$ cat config.mk
export PLATFORM = sky130hd
export DESIGN_NAME = eight_source_round_robin_arbiter
export DESIGN_NICKNAME = d
export VERILOG_FILES = /design/src/rtl/eight_source_round_robin_arbiter_pkg.sv /design/src/rtl/eight_source_round_robin_arbiter_rr_priority_pick.sv /design/src/rtl/eight_source_round_robin_arbiter.sv
export SDC_FILE = /design/constraint.sdc
export NUM_CORES = 1
export LEC_CHECK = 0
export ABC_AREA = 0
export CORE_MARGIN = 5
export CORE_UTILIZATION = 50
export CTS_CLUSTER_DIAMETER = 120
export DETAILED_ROUTE_END_ITERATION = 10
export GPL_ROUTABILITY_DRIVEN = 0
export GPL_TIMING_DRIVEN = 1
export PLACE_DENSITY = 0.84
export SLEW_MARGIN = 40
export SYNTH_ARGS = -nofsm -noshare
export SYNTH_HDL_FRONTEND = slang
export SYNTH_HIERARCHICAL = 1
export SYNTH_SLANG_ARGS = --single-unit
export TNS_END_PERCENT = 50
$ cat constraint.sdc
create_clock -name CLK -period 8.88 [get_ports CLK]
set_clock_uncertainty 0.15 [all_clocks]
set_input_delay 1.776 -clock CLK [delete_from_list [all_inputs] [get_ports CLK]]
set_output_delay 1.776 -clock CLK [all_outputs]
set_load 0.01 [all_outputs]
$ cat src/rtl/eight_source_round_robin_arbiter_pkg.sv
// Shared constants and state encoding for the eight-source round-robin arbiter.
// Imported by the priority picker and the arbiter top level.
package eight_source_round_robin_arbiter_pkg;

    localparam int NUM_SOURCES = 8;
    localparam int SEL_W       = 3;

    typedef enum logic {
        EMPTY = 1'b0,
        FULL  = 1'b1
    } state_t;

endpackage

$ cat src/rtl/eight_source_round_robin_arbiter_rr_priority_pick.sv
// Rotating priority picker: first set REQ bit at or after PTR (mod 8).
// Ports: REQ/PTR in; FOUND, WINNER index and one-hot GRANT_1H out.
module rr_priority_pick
    import eight_source_round_robin_arbiter_pkg::*;
(
    input  logic [NUM_SOURCES-1:0] req,
    input  logic [SEL_W-1:0]       ptr,
    output logic                   found,
    output logic [SEL_W-1:0]       winner,
    output logic [NUM_SOURCES-1:0] grant_1h
);

    logic [NUM_SOURCES-1:0] rot;
    logic [SEL_W-1:0]       idx;

    always_comb begin
        // rot[j] = req[(j + ptr) mod 8], so bit 0 is the current favourite
        rot = NUM_SOURCES'({req, req} >> ptr);
        found = |rot;
        idx = '0;
        for (int i = NUM_SOURCES - 1; i >= 0; i--) begin
            if (rot[i]) idx = SEL_W'(i);
        end
        winner = idx + ptr;
        grant_1h = found ? (NUM_SOURCES'(1) << winner) : '0;
    end

endmodule

$ cat src/rtl/eight_source_round_robin_arbiter.sv
// Round-robin arbiter sharing one BITS-wide result path among eight sources.
// Ports: CLK, RESET, REQ/DATA/ACK per source; OUT_VALID/OUT_DATA/OUT_SELECT/OUT_READY downstream.
module eight_source_round_robin_arbiter
    import eight_source_round_robin_arbiter_pkg::*;
#(
    parameter int BITS = 3
) (
    input  logic                                CLK,
    input  logic                                RESET,
    input  logic [NUM_SOURCES-1:0]              REQ,
    input  logic [NUM_SOURCES-1:0][BITS-1:0]    DATA,
    output logic [NUM_SOURCES-1:0]              ACK,
    output logic                                OUT_VALID,
    output logic [BITS-1:0]                     OUT_DATA,
    output logic [SEL_W-1:0]                    OUT_SELECT,
    input  logic                                OUT_READY
);

    state_t                 state;
    state_t                 state_nxt;
    logic [SEL_W-1:0]       ptr;
    logic                   found;
    logic [SEL_W-1:0]       winner;
    logic [NUM_SOURCES-1:0] grant_1h;
    logic                   capture;
    logic [BITS-1:0]        data_sel;

    rr_priority_pick u_pick (
        .req      (REQ),
        .ptr      (ptr),
        .found    (found),
        .winner   (winner),
        .grant_1h (grant_1h)
    );

    assign data_sel = DATA[winner];

    // The output slot is free when empty or being drained this edge;
    // reset suppresses any grant so no word is consumed while held.
    assign capture = found && (state == EMPTY || OUT_READY) && !RESET;

    assign ACK       = capture ? grant_1h : '0;
    assign OUT_VALID = (state == FULL);

    always_comb begin
        state_nxt = state;
        case (state)
            EMPTY: if (capture) state_nxt = FULL;
            FULL:  if (OUT_READY && !capture) state_nxt = EMPTY;
            default: state_nxt = EMPTY;
        endcase
    end

    always_ff @(posedge CLK or posedge RESET) begin
        if (RESET) begin
            state      <= EMPTY;
            ptr        <= '0;
            OUT_DATA   <= '0;
            OUT_SELECT <= '0;
        end else begin
            state <= state_nxt;
            if (capture) begin
                ptr        <= winner + SEL_W'(1);
                OUT_DATA   <= data_sel;
                OUT_SELECT <= winner;
            end
        end
    end

endmodule

Word-level counts from Yosys, hierarchy flattened. Index checks and enable logic that the tools add are counted.

Register bits after elaboration: 10. Input bits: 35. Output and inout bits: 15. Logic and storage cells: 32.

Add/sub/neg operators: 2. $lt $le $gt $ge: 1. Shifts and indexed selects: 2. Multiplexer cells: 15. Bitwise gates (word level): 1. Reduce and logical (&&, ||, !) cells: 7.

Operator list (number): 2-to-1 mux 3 bit (9); 2-to-1 mux 8 bit (2); >> shifter 16 x 3 -> 8 bit (1); binary-select mux 3 bit (select 3 bit) (1); OR reduction 8 bit (1); left shift 1 x 3 -> 8 bit, first input constant (1); < comparator 3 x 4 -> 1 bit, second input constant (1); adder 3 x 1 -> 3 bit, second input constant (1); adder 3 bit (1); logical AND 1 bit (3); zero test 1 bit (2); 2-to-1 mux 1 bit (2); one-hot mux 1 bit (2 select lines) (1); logical OR 1 bit (1); NOT 1 bit (1).

Logic depth before layout (Yosys ltp).
Word-level depth: 13. Gate-level depth with buffers: 16. Depth with buffers taken out: 12.

Hierarchy. Netlist, hierarchy kept.

Modules (own cells, without submodules): rr_priority_pick (instances 1, cells each 105, area an instance 837.1 µm², seq. area each 0.0 µm²); eight_source_round_robin_arbiter (instances 1, cells each 57, area an instance 684.4 µm², seq. area each 250.2 µm²).

Least setup slack after synthesis. Ideal clock, no wire load.

Kind: input to output. From: input port REQ[2]. To: output port ACK[6]. Data arrival time: 4.093 ns. Data required time: 6.954 ns. Slack: 2.861 ns. Stages on the path: 11. Path buffers: 1. Cells stage by stage: clkbuf_1 -> mux4_2 -> a311oi_1 -> nor3_1 -> o31ai_1 -> ha_1 -> inv_1 -> fa_1 -> mux2i_4 -> nor3_2 -> and2_1.

Longest elaborated chain between the ends: 13. Elaborated cells on any way between the ends: 16. Classes of those cells: add/sub: 1; shift: 2; mux: 10; reduce/logical: 3.

Ends and longest elaborated chain: start: declaration (line eight_source_round_robin_arbiter.sv:10) `input logic [NUM_SOURCES-1:0] REQ,`; >> shifter 16 x 3 -> 8 bit (*) (line eight_source_round_robin_arbiter_rr_priority_pick.sv:18) `rot = NUM_SOURCES'({req, req} >> ptr);`; 2-to-1 mux 3 bit (8 in a row) (line eight_source_round_robin_arbiter_rr_priority_pick.sv:22) `if (rot[i]) idx = SEL_W'(i);`; adder 3 bit (line eight_source_round_robin_arbiter_rr_priority_pick.sv:24) `winner = idx + ptr;`; left shift 1 x 3 -> 8 bit (line eight_source_round_robin_arbiter_rr_priority_pick.sv:25) `grant_1h = found ? (NUM_SOURCES'(1) << winner) : '0;`; 2-to-1 mux 8 bit (*) (line eight_source_round_robin_arbiter_rr_priority_pick.sv:25); named net grant_1h[6] (line eight_source_round_robin_arbiter.sv:24) `logic [NUM_SOURCES-1:0] grant_1h;`; 2-to-1 mux 8 bit (*) (line eight_source_round_robin_arbiter.sv:42) `assign ACK = capture ? grant_1h : '0;`; end: declaration (line eight_source_round_robin_arbiter.sv:12) `output logic [NUM_SOURCES-1:0] ACK,`.

Mark *: on every way through the listed nets, which the timed path passes. The rest lies on a longest branch.

Final worst setup path.
From: input port REQ[0]. To: output port ACK[7].

Longest elaborated chain between the ends: 13. Elaborated cells on any way between the ends: 16. Classes of those cells: add/sub: 1; shift: 2; mux: 10; reduce/logical: 3.

Ends and longest elaborated chain: >> shifter 16 x 3 -> 8 bit (*) (line eight_source_round_robin_arbiter_rr_priority_pick.sv:18); 2-to-1 mux 3 bit (7 in a row) (line eight_source_round_robin_arbiter_rr_priority_pick.sv:22); 2-to-1 mux 3 bit (*) (line eight_source_round_robin_arbiter_rr_priority_pick.sv:22); adder 3 bit (*) (line eight_source_round_robin_arbiter_rr_priority_pick.sv:24); named net winner[1] (line eight_source_round_robin_arbiter.sv:23) `logic [SEL_W-1:0] winner;`; left shift 1 x 3 -> 8 bit (*) (line eight_source_round_robin_arbiter_rr_priority_pick.sv:25); 2-to-1 mux 8 bit (*) (line eight_source_round_robin_arbiter_rr_priority_pick.sv:25); named net grant_1h[7] (line eight_source_round_robin_arbiter.sv:24); 2-to-1 mux 8 bit (*) (line eight_source_round_robin_arbiter.sv:42).

Marks and branches as above.

==> impl_metrics.toml <==
[run_status]
status = "finished clean"

[critical_path]
worstReg2RegStart = "ptr[1]"
r2r-end = "OUT_DATA[2]"
required_ps = 6950
ff2ff_path_depth = 12
crit_type = "in -> out"
critPathMaxStageDelay_ps = 600
endpoint_kind = "output port"
worst_path_max_delay_cell = "clkdlybuf4s50_1"
rrSetupSlack_ps = 4680
critical_path_arrival_ps = 5700
cp-start-kind = "primary input"
crit_buf_inv = 4
path_cells = "clkdlybuf4s50_1 > mux4_2 > a311oi_1 > nor3_1 > o31ai_1 > ha_1 > inv_1 > fa_1 > inv_1 > nand2_1 > nor2_1 > and2_1 > clkdlybuf4s50_1"
cp_max_fo = 15
cp_top_family = "buffers and inverters"

[global_routing]
grt_pass1_wl_mm = 6.05
grt_overflow_total = 0
busiest_layer = "met2"
grt_pass1_vias = 1364
grt_max_degree = 32
grt_use_total = 0.178
grtUsageMet3 = 0.0291
gr-usage-met1 = 0.213
antenna_found_initial = 0
met2_usage = 0.325

[cells_and_area]
fillerInstances = 249
multiInputGateArea_sq_um = 1140
final_cell_mix = "clkdlybuf4s50_1, mux2i_1, inv_1, dfrtp_1"
layout_commonest_cell = "clkdlybuf4s50_1"
fin_util = 0.676
antenna_cells = 0
fin_nets = 242
syn2layout_area_growth_pct = 32.2
drive_above_1_share = 0.153
regArea_sq_um = 250

[yosys]
async_flop_share = 1.00
synth.avg_cell_area_sq_um = 9.39
synth_top_family_by_area = "multiplexers"
synthAdderAreaFrac = 0.0370
ys_seq_area_frac = 0.164
synth_ff_type = "dfrtp_1"
syn_area_sq_um = 1520
synth-seq-cells = 10
synth.distinct_cells = 46
synthMuxAreaShare = 0.378
synth_compound_area_frac = 0.135
synth_cells = 162
synth-xor-area-share = 0.0173
yosys_warnings = 6
synth_edf_count = 0
synth-simple-area-share = 0.180
synth_nets = 200

[clock_network]
postCtsSetupRepairBufs = 0
tritoncts = "built"
htreeDepth = 1
clock-root-buffer = "clkbuf_4"
cts_resized = 0
clock_path_buffers = 2
path_clk_slew_ps = 60
holdBufCountCts = 0
cts_buffers = 3
insertion_delay_ps = 250
clock_sinks = 10

[routing]
wl_per_cell_um = 15.5
viasPerCell = 5.86
drc = 0
drtPass1Iterations = 4
vias = 1382
wirelength_mm = 3.65
drt_iter0_drc = 127
ant_nets = 0

[job]
drv_cap = 0

[power]
p_int_uw = 470
pwr-share-comb = 0.836
switchingPower_uw = 389
power_frac_clock = 0.045
vdd_drop_max_uv = 320
p_leak_uw = 0.000801
power_density_nw_per_um2 = 427
p_sw_frac = 0.453
fin_total_pwr_uw = 859
seq_power_share = 0.119

[floorplanning]
die_h_um = 65.2
core_area_sq_um = 2980
fp.dieW_um = 65.2
row_count = 20
dieArea_sq_um = 4250
ios = 50
start_util = 0.511

[timing]
grt_setup_unrepaired = "false"
setup_viol_count_final = 0
fmax_mhz = 131
setup_tns_ps = 0
finalCriticalPeriod_ps = 7630
setup_ws_ps = 1250
slew-limit-headroom = 0.517
post-route-period-util = 0.859
finalHoldViolCount = 0
worst_pin_slew_ps = 724
drv_slew = 0

[place]
place_ws_ps = 1300
hpwl_mm = 2.86
io_buffers = 49

[worst_hold_path]
hp-start = "OUT_SELECT[1]"
min_path_cells = 1
hp-class = "reg -> reg"
holdPathEnd = "OUT_SELECT[1]"
## area by class of cell
class                      count  area share
multi-input combinational    126       0.565
timing repair buffer          50       0.248
sequential                    10       0.124
inverter                      13      0.0243
tap                           33      0.0205
clock buffer                   4      0.0180
## flip-flops by register name, indices dropped and copies added, names as in the netlist
signal	count
OUT_DATA	3
OUT_SELECT	3
ptr	3
OUT_VALID	1
## stage by stage
stage / hold WS, ps / instance area, sq um / cells
2_1_floorplan: 329 / 1520 / 162
3_3_place_gp: 352 / 1980 / 232
3_5_place_dp: 359 / 1980 / 232
4_1_cts: 377 / 2010 / 236
5_1_grt: 416 / 2010 / 236
6_report: 371 / 2010 / 236
## cells in the mapped netlist, drive strengths merged (5+ instances only)
master | count | area share
o21ai | 6 | 0.020
buf | 8 | 0.044
a21oi | 6 | 0.030
mux2i | 28 | 0.20
nor2 | 8 | 0.020
dfrtp | 10 | 0.16
nor3 | 7 | 0.030
mux4 | 8 | 0.12
nand2 | 7 | 0.017
clkbuf | 5 | 0.012
mux2 | 8 | 0.059
nor2b | 5 | 0.021
and2 | 8 | 0.033
inv | 12 | 0.030
## kinds of logic after synthesis
group           count (synthesis)
fa+ha+maj                       4
xor+xnor                        3
compound gates                 27
mux                            44
simple gates                   48
flops                          10
buf+inv                        26
## worst max path at each step
stage	endpoint	slack (ps)	from	cells past startpoint
final	ACK[7]	1250	REQ[0]	13
after global placement	ACK[3]	1390	REQ[0]	13
after CTS	ACK[7]	1280	REQ[0]	13
after detailed placement	ACK[7]	1300	REQ[0]	13
after floorplan	ACK[6]	2860	REQ[2]	11
after global routing	ACK[3]	890	REQ[3]	14
## routing by layer
metal,wire (um),part of all wire,vias up
li1,-,-,678
met1,1480,0.41,635
met2,1850,0.51,65
met3,273,0.075,4
met4,41,0.011,0
met5,0,0,-
## power by group through the flow
stage	clock network (uW)	registers (uW)	logic (uW)
finish	38.6	102	718
global route	42.5	108	783
CTS	39.8	103	722
detailed placement	0	103	716
global placement	0	102	696
floorplan	0	91.5	623
Power figures use the tool's default switching activity.
